<file path="config.mk">
export PLATFORM = sky130hd
export DESIGN_NAME = bbox_assembler
export DESIGN_NICKNAME = d
export VERILOG_FILES = /design/src/rtl/rast_pkg.sv /design/src/rtl/bbox_clamp.sv /design/src/rtl/bbox_assembler.sv
export SDC_FILE = /design/constraint.sdc
export NUM_CORES = 1
export LEC_CHECK = 0
export CORE_MARGIN = 2
export CORE_UTILIZATION = 33
export CTS_CLUSTER_SIZE = 10
export DETAILED_ROUTE_END_ITERATION = 8
export SYNTH_ARGS = -nofsm -noshare
export SYNTH_HDL_FRONTEND = slang
export SYNTH_HIERARCHICAL = 1
export SYNTH_SLANG_ARGS = --single-unit
export TNS_END_PERCENT = 30
</file>
<file path="constraint.sdc">
create_clock -name i_clk -period 6.1 [get_ports i_clk]
set_input_delay 1.22 -clock i_clk [delete_from_list [all_inputs] [get_ports i_clk]]
set_output_delay 1.22 -clock i_clk [all_outputs]
set_load 0.03 [all_outputs]
</file>
<file path="src/rtl/rast_pkg.sv">
// Shared rasterizer types: coordinate width, assembler FSM states, the
// bounding-box record, and small unsigned min/max helpers.
package rast_pkg;

   localparam int COORD_W = 16;

   typedef enum logic [1:0] {
      S_V0  = 2'd0,
      S_V1  = 2'd1,
      S_V2  = 2'd2,
      S_OUT = 2'd3
   } state_t;

   typedef struct packed {
      logic [COORD_W-1:0] xmin;
      logic [COORD_W-1:0] xmax;
      logic [COORD_W-1:0] ymin;
      logic [COORD_W-1:0] ymax;
      logic               empty;
   } box_t;

   function automatic logic [COORD_W-1:0] umin(input logic [COORD_W-1:0] a,
                                                input logic [COORD_W-1:0] b);
      return (a < b) ? a : b;
   endfunction

   function automatic logic [COORD_W-1:0] umax(input logic [COORD_W-1:0] a,
                                                input logic [COORD_W-1:0] b);
      return (a > b) ? a : b;
   endfunction

endpackage

</file>
<file path="src/rtl/bbox_clamp.sv">
// Combinational screen clamp for a raw triangle bounding box.
// Max edges are clipped to the last pixel; a box whose min corner is past
// the screen is flagged empty and reported as all-zero coordinates.
module bbox_clamp
   import rast_pkg::*;
#(
   parameter int SCREEN_W = 640,
   parameter int SCREEN_H = 480
) (
   input  logic [COORD_W-1:0] i_xmin,
   input  logic [COORD_W-1:0] i_xmax,
   input  logic [COORD_W-1:0] i_ymin,
   input  logic [COORD_W-1:0] i_ymax,
   output box_t               o_box
);

   localparam logic [COORD_W-1:0] X_LIM = COORD_W'(SCREEN_W - 1);
   localparam logic [COORD_W-1:0] Y_LIM = COORD_W'(SCREEN_H - 1);

   // Empty detection first; coordinates only pass through for visible boxes.
   always_comb begin
      o_box       = '0;
      o_box.empty = (i_xmin > X_LIM) || (i_ymin > Y_LIM);
      if (!o_box.empty) begin
         o_box.xmin = i_xmin;
         o_box.xmax = umin(i_xmax, X_LIM);
         o_box.ymin = i_ymin;
         o_box.ymax = umin(i_ymax, Y_LIM);
      end
   end

endmodule

</file>
<file path="src/rtl/bbox_assembler.sv">
// Triangle bounding-box assembler: collects three vertex beats, tracks the
// running unsigned min/max, clamps to the screen and presents one box.
// Optional macro BBOX_CULL_EN: off-screen triangles are dropped with a
// one-cycle o_cull pulse instead of being emitted with o_bb_empty=1.
//
// Handshakes: a vertex beat transfers on a rising edge where i_vtx_valid and
// o_vtx_ready are both high; a box transfers on a rising edge where
// o_bb_valid and i_bb_ready are both high. While o_bb_valid is high the box
// outputs do not change. i_flush overrides any transfer in the same cycle.
module bbox_assembler
   import rast_pkg::*;
#(
   parameter int SCREEN_W = 640,
   parameter int SCREEN_H = 480
) (
   input  logic               i_clk,
   input  logic               i_rst,
   input  logic               i_flush,
   input  logic               i_vtx_valid,
   output logic               o_vtx_ready,
   input  logic [COORD_W-1:0] i_vtx_x,
   input  logic [COORD_W-1:0] i_vtx_y,
   output logic               o_bb_valid,
   input  logic               i_bb_ready,
   output logic [COORD_W-1:0] o_bb_xmin,
   output logic [COORD_W-1:0] o_bb_xmax,
   output logic [COORD_W-1:0] o_bb_ymin,
   output logic [COORD_W-1:0] o_bb_ymax,
   output logic               o_bb_empty,
   output logic               o_cull,
   output state_t             o_dbg_state
);

   state_t             state_q, state_d;
   logic [COORD_W-1:0] xmin_q, xmin_d;
   logic [COORD_W-1:0] xmax_q, xmax_d;
   logic [COORD_W-1:0] ymin_q, ymin_d;
   logic [COORD_W-1:0] ymax_q, ymax_d;
   box_t               box_q, box_d;
   box_t               clamp_box;
   logic               vtx_hs;

   assign o_vtx_ready = (state_q != S_OUT);
   assign vtx_hs      = i_vtx_valid && o_vtx_ready;

   // The third vertex is folded in combinationally so the final box is
   // registered on the same edge as its handshake.
   bbox_clamp #(
      .SCREEN_W (SCREEN_W),
      .SCREEN_H (SCREEN_H)
   ) u_clamp (
      .i_xmin (umin(xmin_q, i_vtx_x)),
      .i_xmax (umax(xmax_q, i_vtx_x)),
      .i_ymin (umin(ymin_q, i_vtx_y)),
      .i_ymax (umax(ymax_q, i_vtx_y)),
      .o_box  (clamp_box)
   );

`ifdef BBOX_CULL_EN
   logic cull_q, cull_d;
`endif

   // Next-state, running extents and output box; flush overrides everything.
   always_comb begin
      state_d = state_q;
      xmin_d  = xmin_q;
      xmax_d  = xmax_q;
      ymin_d  = ymin_q;
      ymax_d  = ymax_q;
      box_d   = box_q;
`ifdef BBOX_CULL_EN
      cull_d  = 1'b0;
`endif
      case (state_q)
         S_V0: begin
            if (vtx_hs) begin
               xmin_d  = i_vtx_x;
               xmax_d  = i_vtx_x;
               ymin_d  = i_vtx_y;
               ymax_d  = i_vtx_y;
               state_d = S_V1;
            end
         end
         S_V1: begin
            if (vtx_hs) begin
               xmin_d  = umin(xmin_q, i_vtx_x);
               xmax_d  = umax(xmax_q, i_vtx_x);
               ymin_d  = umin(ymin_q, i_vtx_y);
               ymax_d  = umax(ymax_q, i_vtx_y);
               state_d = S_V2;
            end
         end
         S_V2: begin
            if (vtx_hs) begin
`ifdef BBOX_CULL_EN
               if (clamp_box.empty) begin
                  cull_d  = 1'b1;
                  state_d = S_V0;
               end else begin
                  box_d   = clamp_box;
                  state_d = S_OUT;
               end
`else
               box_d   = clamp_box;
               state_d = S_OUT;
`endif
            end
         end
         S_OUT: begin
            if (i_bb_ready) begin
               state_d = S_V0;
            end
         end
         default: state_d = S_V0;
      endcase
      if (i_flush) begin
         state_d = S_V0;
         box_d   = box_q;
`ifdef BBOX_CULL_EN
         cull_d  = 1'b0;
`endif
      end
   end

   // State, extents and box registers with asynchronous clear.
   always_ff @(posedge i_clk or posedge i_rst) begin
      if (i_rst) begin
         state_q <= S_V0;
         xmin_q  <= '0;
         xmax_q  <= '0;
         ymin_q  <= '0;
         ymax_q  <= '0;
         box_q   <= '0;
      end else begin
         state_q <= state_d;
         xmin_q  <= xmin_d;
         xmax_q  <= xmax_d;
         ymin_q  <= ymin_d;
         ymax_q  <= ymax_d;
         box_q   <= box_d;
      end
   end

`ifdef BBOX_CULL_EN
   // One-cycle cull pulse register.
   always_ff @(posedge i_clk or posedge i_rst) begin
      if (i_rst) begin
         cull_q <= 1'b0;
      end else begin
         cull_q <= cull_d;
      end
   end
   assign o_cull     = cull_q;
   assign o_bb_empty = 1'b0;
`else
   assign o_cull     = 1'b0;
   assign o_bb_empty = box_q.empty;
`endif

   assign o_bb_valid  = (state_q == S_OUT);
   assign o_bb_xmin   = box_q.xmin;
   assign o_bb_xmax   = box_q.xmax;
   assign o_bb_ymin   = box_q.ymin;
   assign o_bb_ymax   = box_q.ymax;
   assign o_dbg_state = state_q;

endmodule

</file>
==> results.ini, run 1 <==
[critical_path]
arrival_ns = 5.34
worstSetupEndpointType = register
r2r_cells = 12
critical_path_required_ns = 6.47
worstReg2RegStart = xmin_q[13]
worstSetupPathType = input port to register
crit_path_start_kind = input port
cp_max_fo = 13
reg2reg_setup_slack_ns = 2.16
reg2reg_to = o_bb_xmax[8]

[timing]
setup_tns_ns = 0
setup_viol = 0
min_period_ns = 4.970
tightest_slew_ns = 1.297
max_freq_mhz = 201.2
rsz0062_at_grt = no
drv_slew = 0
hold_viol_final = 0
max_slew_margin_pct = 12.63
finalCritPeriodShare_pct = 81.47
skew_ns = 0.01265

[clock_tree]
clock_sinks = 131
path_clk_slew_ns = 0.06
post_cts_buffers = 0
cts_tree = done
post_cts_resized = 0
cts.hold.buffers_added = 0
cts_buffers = 17
cts-root-buf = clkbuf_16
cts_buffer_depth = 2
insertion_delay_ns = 0.43
h-tree-depth = 4

[global_route]
grt_start_max_net_pins = 74
grt_pass1_wl_mm = 32.24
grt_pass1_vias = 5780
grtUsageTotal_pct = 16.00
grt_antenna_before_repair = 0
overflow = 0

[drt]
drc = 0
routed_wl_mm = 19.59
antenna_left = 0
viasPerCell = 4.719
wire_per_inst_um = 17.13
drtIter0Drc = 195
dr.pass1.iters = 4
num_vias = 5398

[status]
status = complete, no violations

[floorplan]
start_util_pct = 33.53
rows = 57
die_area_um2 = 25990
core_area_um2 = 24320
die_height_um = 161.2
die_w_um = 161.2
ios = 107

[finish]
antennaDiodeCount = 0
multi_input_area_um2 = 4353
nNetsFinal = 911
area_growth_syn_to_layout_pct = 23.35
fill_cells = 2322
drive_gt1_share_pct = 31.59
seq_area_um2 = 3278
fin_util_pct = 41.36
finish.instance_area_um2 = 10060

[pwr]
leakagePower_nw = 4.481
irDropWorstVdd_v = 0.0002886
powerDensity_nw_per_um2 = 476.7

[logic_synthesis]
synth_top_cells_by_count = mux2_2 (173), dfrtp_1 (131), ha_1 (67), inv_1 (66), nor3_1 (34)
synth_cell_type_count = 50
ys_ff_latch = 131
yosysWarnings = 6
synth-edff-count = 0
avgSynthCellArea_um2 = 11.68
synthCells = 698
yosys.area.top_type = dfrtp_1
synth_area_um2 = 8155
yosysSeqAreaShare_pct = 40.20
ys.flop_type = dfrtp_1
synth_most_common_cell = mux2_2
synth.top_cells.by_area = dfrtp_1 (40%), mux2_2 (24%), ha_1 (10%), mux2_4 (3.7%), inv_1 (3.0%)
synth_top_area_share_pct = 40.20
ys_async_sr_fraction_pct = 100.0

[min_path]
worstHoldEndpoint = o_bb_ymin[10]
hp-class = register to register
worstHoldStart = o_bb_ymin[10]
hold-path-cell-count = 1

[place]
dpl_cell_area_um2 = 9443
place_congestion = 0.8084
dp_hpwl_mm = 14.07
portBuffers = 105

[flow_run]
cap_viol_max_count = 0

## report_power, final
part | switching, mW | internal (mW)
clock | 0.432 | 0.664
sequential | 0.235 | 1.19
combinational | 1.11 | 1.16
## cell type report
cell class	instances	share of cell area (%)
Inverter	66	2.488
Multi-Input combinational cell	472	43.27
Tap cell	324	4.030
Timing Repair Buffer	119	11.49
Clock inverter	12	1.692
Clock buffer	20	4.440
Sequential cell	131	32.59
## state kept, by name, indices dropped and copies added, names as in the netlist
register and cells:
o_bb_xmax 16, o_bb_empty 1, ymin_q 16, o_bb_ymax 16
xmax_q 16, o_bb_xmin 16, ymax_q 16, o_dbg_state 2
xmin_q 16, o_bb_ymin 16
## critical path, cell delays in order
cell	delay, ns
clkdlybuf4s50_1	0.55
inv_1	0.09
ha_1	0.32
nand4_1	0.16
nor3_2	0.28
nand3_1	0.17
o2111ai_4	0.41
buf_4	0.27
mux2_2	0.40
a211oi_1	0.22
nand2_1	0.30
buf_4	0.30
nor4_1	0.40
mux2_2	0.23
## logic make-up after synthesis
family | after synthesis | share of synthesized area (%)
other | 2 | 0.09209
buffers and inverters | 120 | 7.594
DFF | 131 | 40.20
muxes | 193 | 27.57
adders and majority gates | 67 | 10.28
and+or+nand+nor | 121 | 8.576
AOI/OAI and AO/OA | 64 | 5.692
## stage by stage
stage	power (mW)	setup slack (ns)	hold slack, ns	std cells
after floorplan	3.105	1.382	0.4915	723
after detailed placement	3.718	0.7003	0.4943	1112
after global routing	5.143	0.8501	0.5175	1144
final	4.796	1.130	0.5022	1144
after CTS	4.847	1.143	0.5100	1144
after global placement	3.682	0.7275	0.4883	1112
## layout by cell type (no fill, tap or decap), types with 3 or more instances in the layout
master and instances:
nand4_1 11, bufinv_16 3, nand2_1 22, clkbuf_16 17, buf_4 14, clkdlybuf4s50_1 105
mux2_4 20, ha_1 67, nand2b_1 4, nor3_1 34, nand3_1 3, and4_1 3
nor2b_1 4, inv_1 65, clkinv_4 3, conb_1 27, mux2_2 173, a21oi_1 24
dfrtp_1 131, a21o_1 3, o21a_1 4, inv_6 4, o21ai_0 9, a211oi_1 10
nor2_1 8, nor4_1 11, nand2_2 3, nor3_2 3
## routing by layer
metal | up-vias | GRT usage (%) | wire (um)
met3 | 10 | 6.266 | 1390
met5 | - | 0 | 0
met2 | 94 | 23.23 | 8401
li1 | 2650 | - | -
met4 | 0 | 3.896 | 163
met1 | 2644 | 22.32 | 9637
## how the worst max path moves through the flow
stage	start	endpoint	slack, ns	depth (start not counted)
global route	i_vtx_y[13]	o_bb_ymax[5]	0.85	13
global placement	i_vtx_x[13]	o_bb_xmax[8]	0.73	14
finish	i_vtx_x[13]	o_bb_xmax[8]	1.13	14
detailed placement	i_vtx_x[13]	o_bb_xmax[8]	0.70	14
CTS	i_vtx_x[13]	o_bb_xmax[8]	1.14	14
floorplan	i_rst	o_bb_empty	1.38	1
Note: power is estimated with default switching activity, not from simulation.
==> run 2, diff against run 1 <==
Clock period 6.1 ns to 4.4 ns, I/O delays scaled along.
==> run 2 against run 1 <==
Worst setup slack got worse by 0.95 ns; hold slack improved by 0.00099 ns; routed wire length rose by 2.3%; via count rose by 5.8%; clock skew barely moved; critical path depth did not move; sequential power rose by 39%; power rose by 45%; utilization rose by 2.9 points; clock-buffer cell count did not move; cell count rose by 7.2%.
==> results.ini, run 2 (synthesized netlist as in run 1, its figures left out) <==
[floorplan]
die_w_um = 161.2  ; unchanged
rows = 57  ; unchanged
die_area_um2 = 25990  ; unchanged
core_area_um2 = 24320  ; unchanged
ios = 107  ; unchanged
die_height_um = 161.2  ; unchanged
start_util_pct = 33.53  ; unchanged

[clock_tree]
clock_sinks = 131  ; unchanged
cts_buffer_depth = 2  ; unchanged
insertion_delay_ns = 0.43  ; about the same
h-tree-depth = 4  ; unchanged
cts_tree = done
path_clk_slew_ns = 0.06  ; about the same
cts_buffers = 17  ; unchanged
cts.hold.buffers_added = 0  ; unchanged
cts-root-buf = clkbuf_16

[pwr]
power.total_mw = 6.935  ; +45%
pwr-share-clk_pct = 20.5  ; -2.4 points
powerDensity_nw_per_um2 = 644.6  ; +35%
p_seq_share_pct = 28.6  ; -1.0 points
p_int_mw = 4.415  ; +47%
leakagePower_nw = 4.893  ; +9.2%
power_frac_comb_pct = 50.9  ; +3.4 points
irDropWorstVdd_v = 0.0003345  ; +16%
switchingPower_mw = 2.519  ; +41%
p_sw_share_pct = 36.33  ; -0.83 points

[finish]
nNetsFinal = 993  ; +9.0%
antennaDiodeCount = 0  ; unchanged
fill_cells = 2273  ; -2.1%
finish.instance_area_um2 = 10760  ; +6.9%
final_common_cell = mux2_2
area_growth_syn_to_layout_pct = 31.91
drive_gt1_share_pct = 38.47  ; +6.9 points
mostFrequentLayoutCells = mux2_2 (173), dfrtp_1 (131), clkdlybuf4s50_1 (105)

[timing]
skew_ns = 0.01264  ; -0.000009400 ns
setup_viol = 0  ; unchanged
setup_tns_ns = 0  ; unchanged
setup_ws_ns = 0.1812  ; -0.9490 ns
finalCritPeriodShare_pct = 95.88
min_period_ns = 4.219
tightest_slew_ns = 0.8582  ; -0.4386 ns
max_freq_mhz = 237.0
hold_viol_final = 0  ; unchanged
drv_slew = 0  ; unchanged
max_slew_margin_pct = 42.18  ; +30 points

[drt]
wire_per_inst_um = 16.35  ; -4.5%
viasPerCell = 4.660  ; -1.2%
drtIter0Drc = 194  ; -0.51%
antenna_left = 0  ; unchanged
drc = 0  ; unchanged
num_vias = 5713  ; +5.8%
routed_wl_mm = 20.05  ; +2.3%
dr.pass1.iters = 4  ; unchanged

[global_route]
grtUsageTotal_pct = 16.14  ; +0.15 points
grt-busiest-layer = met2
grt_antenna_before_repair = 0  ; unchanged
grt_use_met1_pct = 22.17  ; -0.16 points
grt_pass1_wl_mm = 32.77  ; +1.7%
use_met3_pct = 5.573  ; -0.69 points
grt_pass1_vias = 6019  ; +4.1%
grt_use_met2_pct = 24.54  ; +1.3 points
grt_start_max_net_pins = 61  ; -18%
overflow = 0  ; unchanged

[critical_path]
crit_path_start_kind = input port
cp_max_fo = 27  ; +14
critical_path_required_ns = 4.77  ; -1.70 ns
worstSetupPathType = input port to register
arrival_ns = 4.59  ; -0.75 ns
worstSetupEndpointType = register

[place]
dpl_cell_area_um2 = 10100  ; +7.0%
post-place-ws_ns = -0.4422  ; -1.143 ns
place_congestion = 0.7909  ; -2.2%
portBuffers = 105  ; unchanged
dp_hpwl_mm = 14.78  ; +5.0%

[flow_run]
cap_viol_max_count = 0  ; unchanged

[status]
status = complete, no violations

[min_path]
hp-class = register to register

## run 2: per-stage QoR
step	cells	hold WS (ns)	utilization, %
5_1_grt	1226	0.5204	44.24
3_3_place_gp	1190	0.4887	41.54
4_1_cts	1222	0.5096	43.99
6_report	1226	0.5032	44.24
3_5_place_dp	1190	0.4956	41.54
2_1_floorplan	723	0.4915	-
## run 2: worst paths after layout
path                              start            end  slack, ns  depth (start not counted)
max                         i_vtx_x[15]   o_bb_xmax[1]       0.18                         14
min                        o_bb_ymax[1]   o_bb_ymax[1]       0.50                          1
max reg2reg                  xmin_q[13]   o_bb_xmax[1]       0.79                         12
min reg2reg                o_bb_ymax[1]   o_bb_ymax[1]       0.50                          1
max in group asynchronous         i_rst   o_bb_ymin[4]       2.62                          3
min in group asynchronous         i_rst  o_bb_ymin[10]       0.94                          2
## run 2: routing by layer
layer | share of wire [%] | vias up
met3 | 5.8 | 17
met2 | 44 | 91
met4 | 1.1 | 0
met5 | 0 | -
met1 | 49 | 2778
li1 | - | 2827
## run 2: timing repair
item	CTS	global route
setup buffers	0	4
resized for setup	1	5
endpoints found under the setup margin	2	19
pin swaps	0	5
## run 2: power by group through the flow
stage                     Combinational, mW  Clock (mW)  Sequential (mW)
after floorplan                        2.15           0             2.15
after global placement                 3.45           0             1.99
after detailed placement               3.47           0             2.00
after CTS                              3.51        1.47             1.99
after global routing                   3.85        1.52             2.04
final                                  3.53        1.42             1.98
## run 2: worst max-delay path: stages
cell             delay, ns
clkdlybuf4s50_1       0.50
inv_1                 0.07
ha_1                  0.29
nand4_1               0.18
nor3_2                0.29
nand3_1               0.18
o2111ai_4             0.33
buf_4                 0.17
mux2_2                0.34
nor4_1                0.31
nand2_1               0.21
buf_4                 0.28
a211oi_1              0.33
mux2_2                0.21
## run 2: layout make-up
| cell class | count | area, um^2 | area share (%) |
|---|---|---|---|
| multi-input combinational | 472 | 4389 | 40.80 |
| clock inverter | 12 | 131.4 | 1.221 |
| timing repair buffer | 201 | 1847 | 17.17 |
| inverter | 66 | 250.2 | 2.326 |
| clock buffer | 20 | 456.7 | 4.245 |
| sequential | 131 | 3278 | 30.47 |
| tap | 324 | 405.4 | 3.768 |
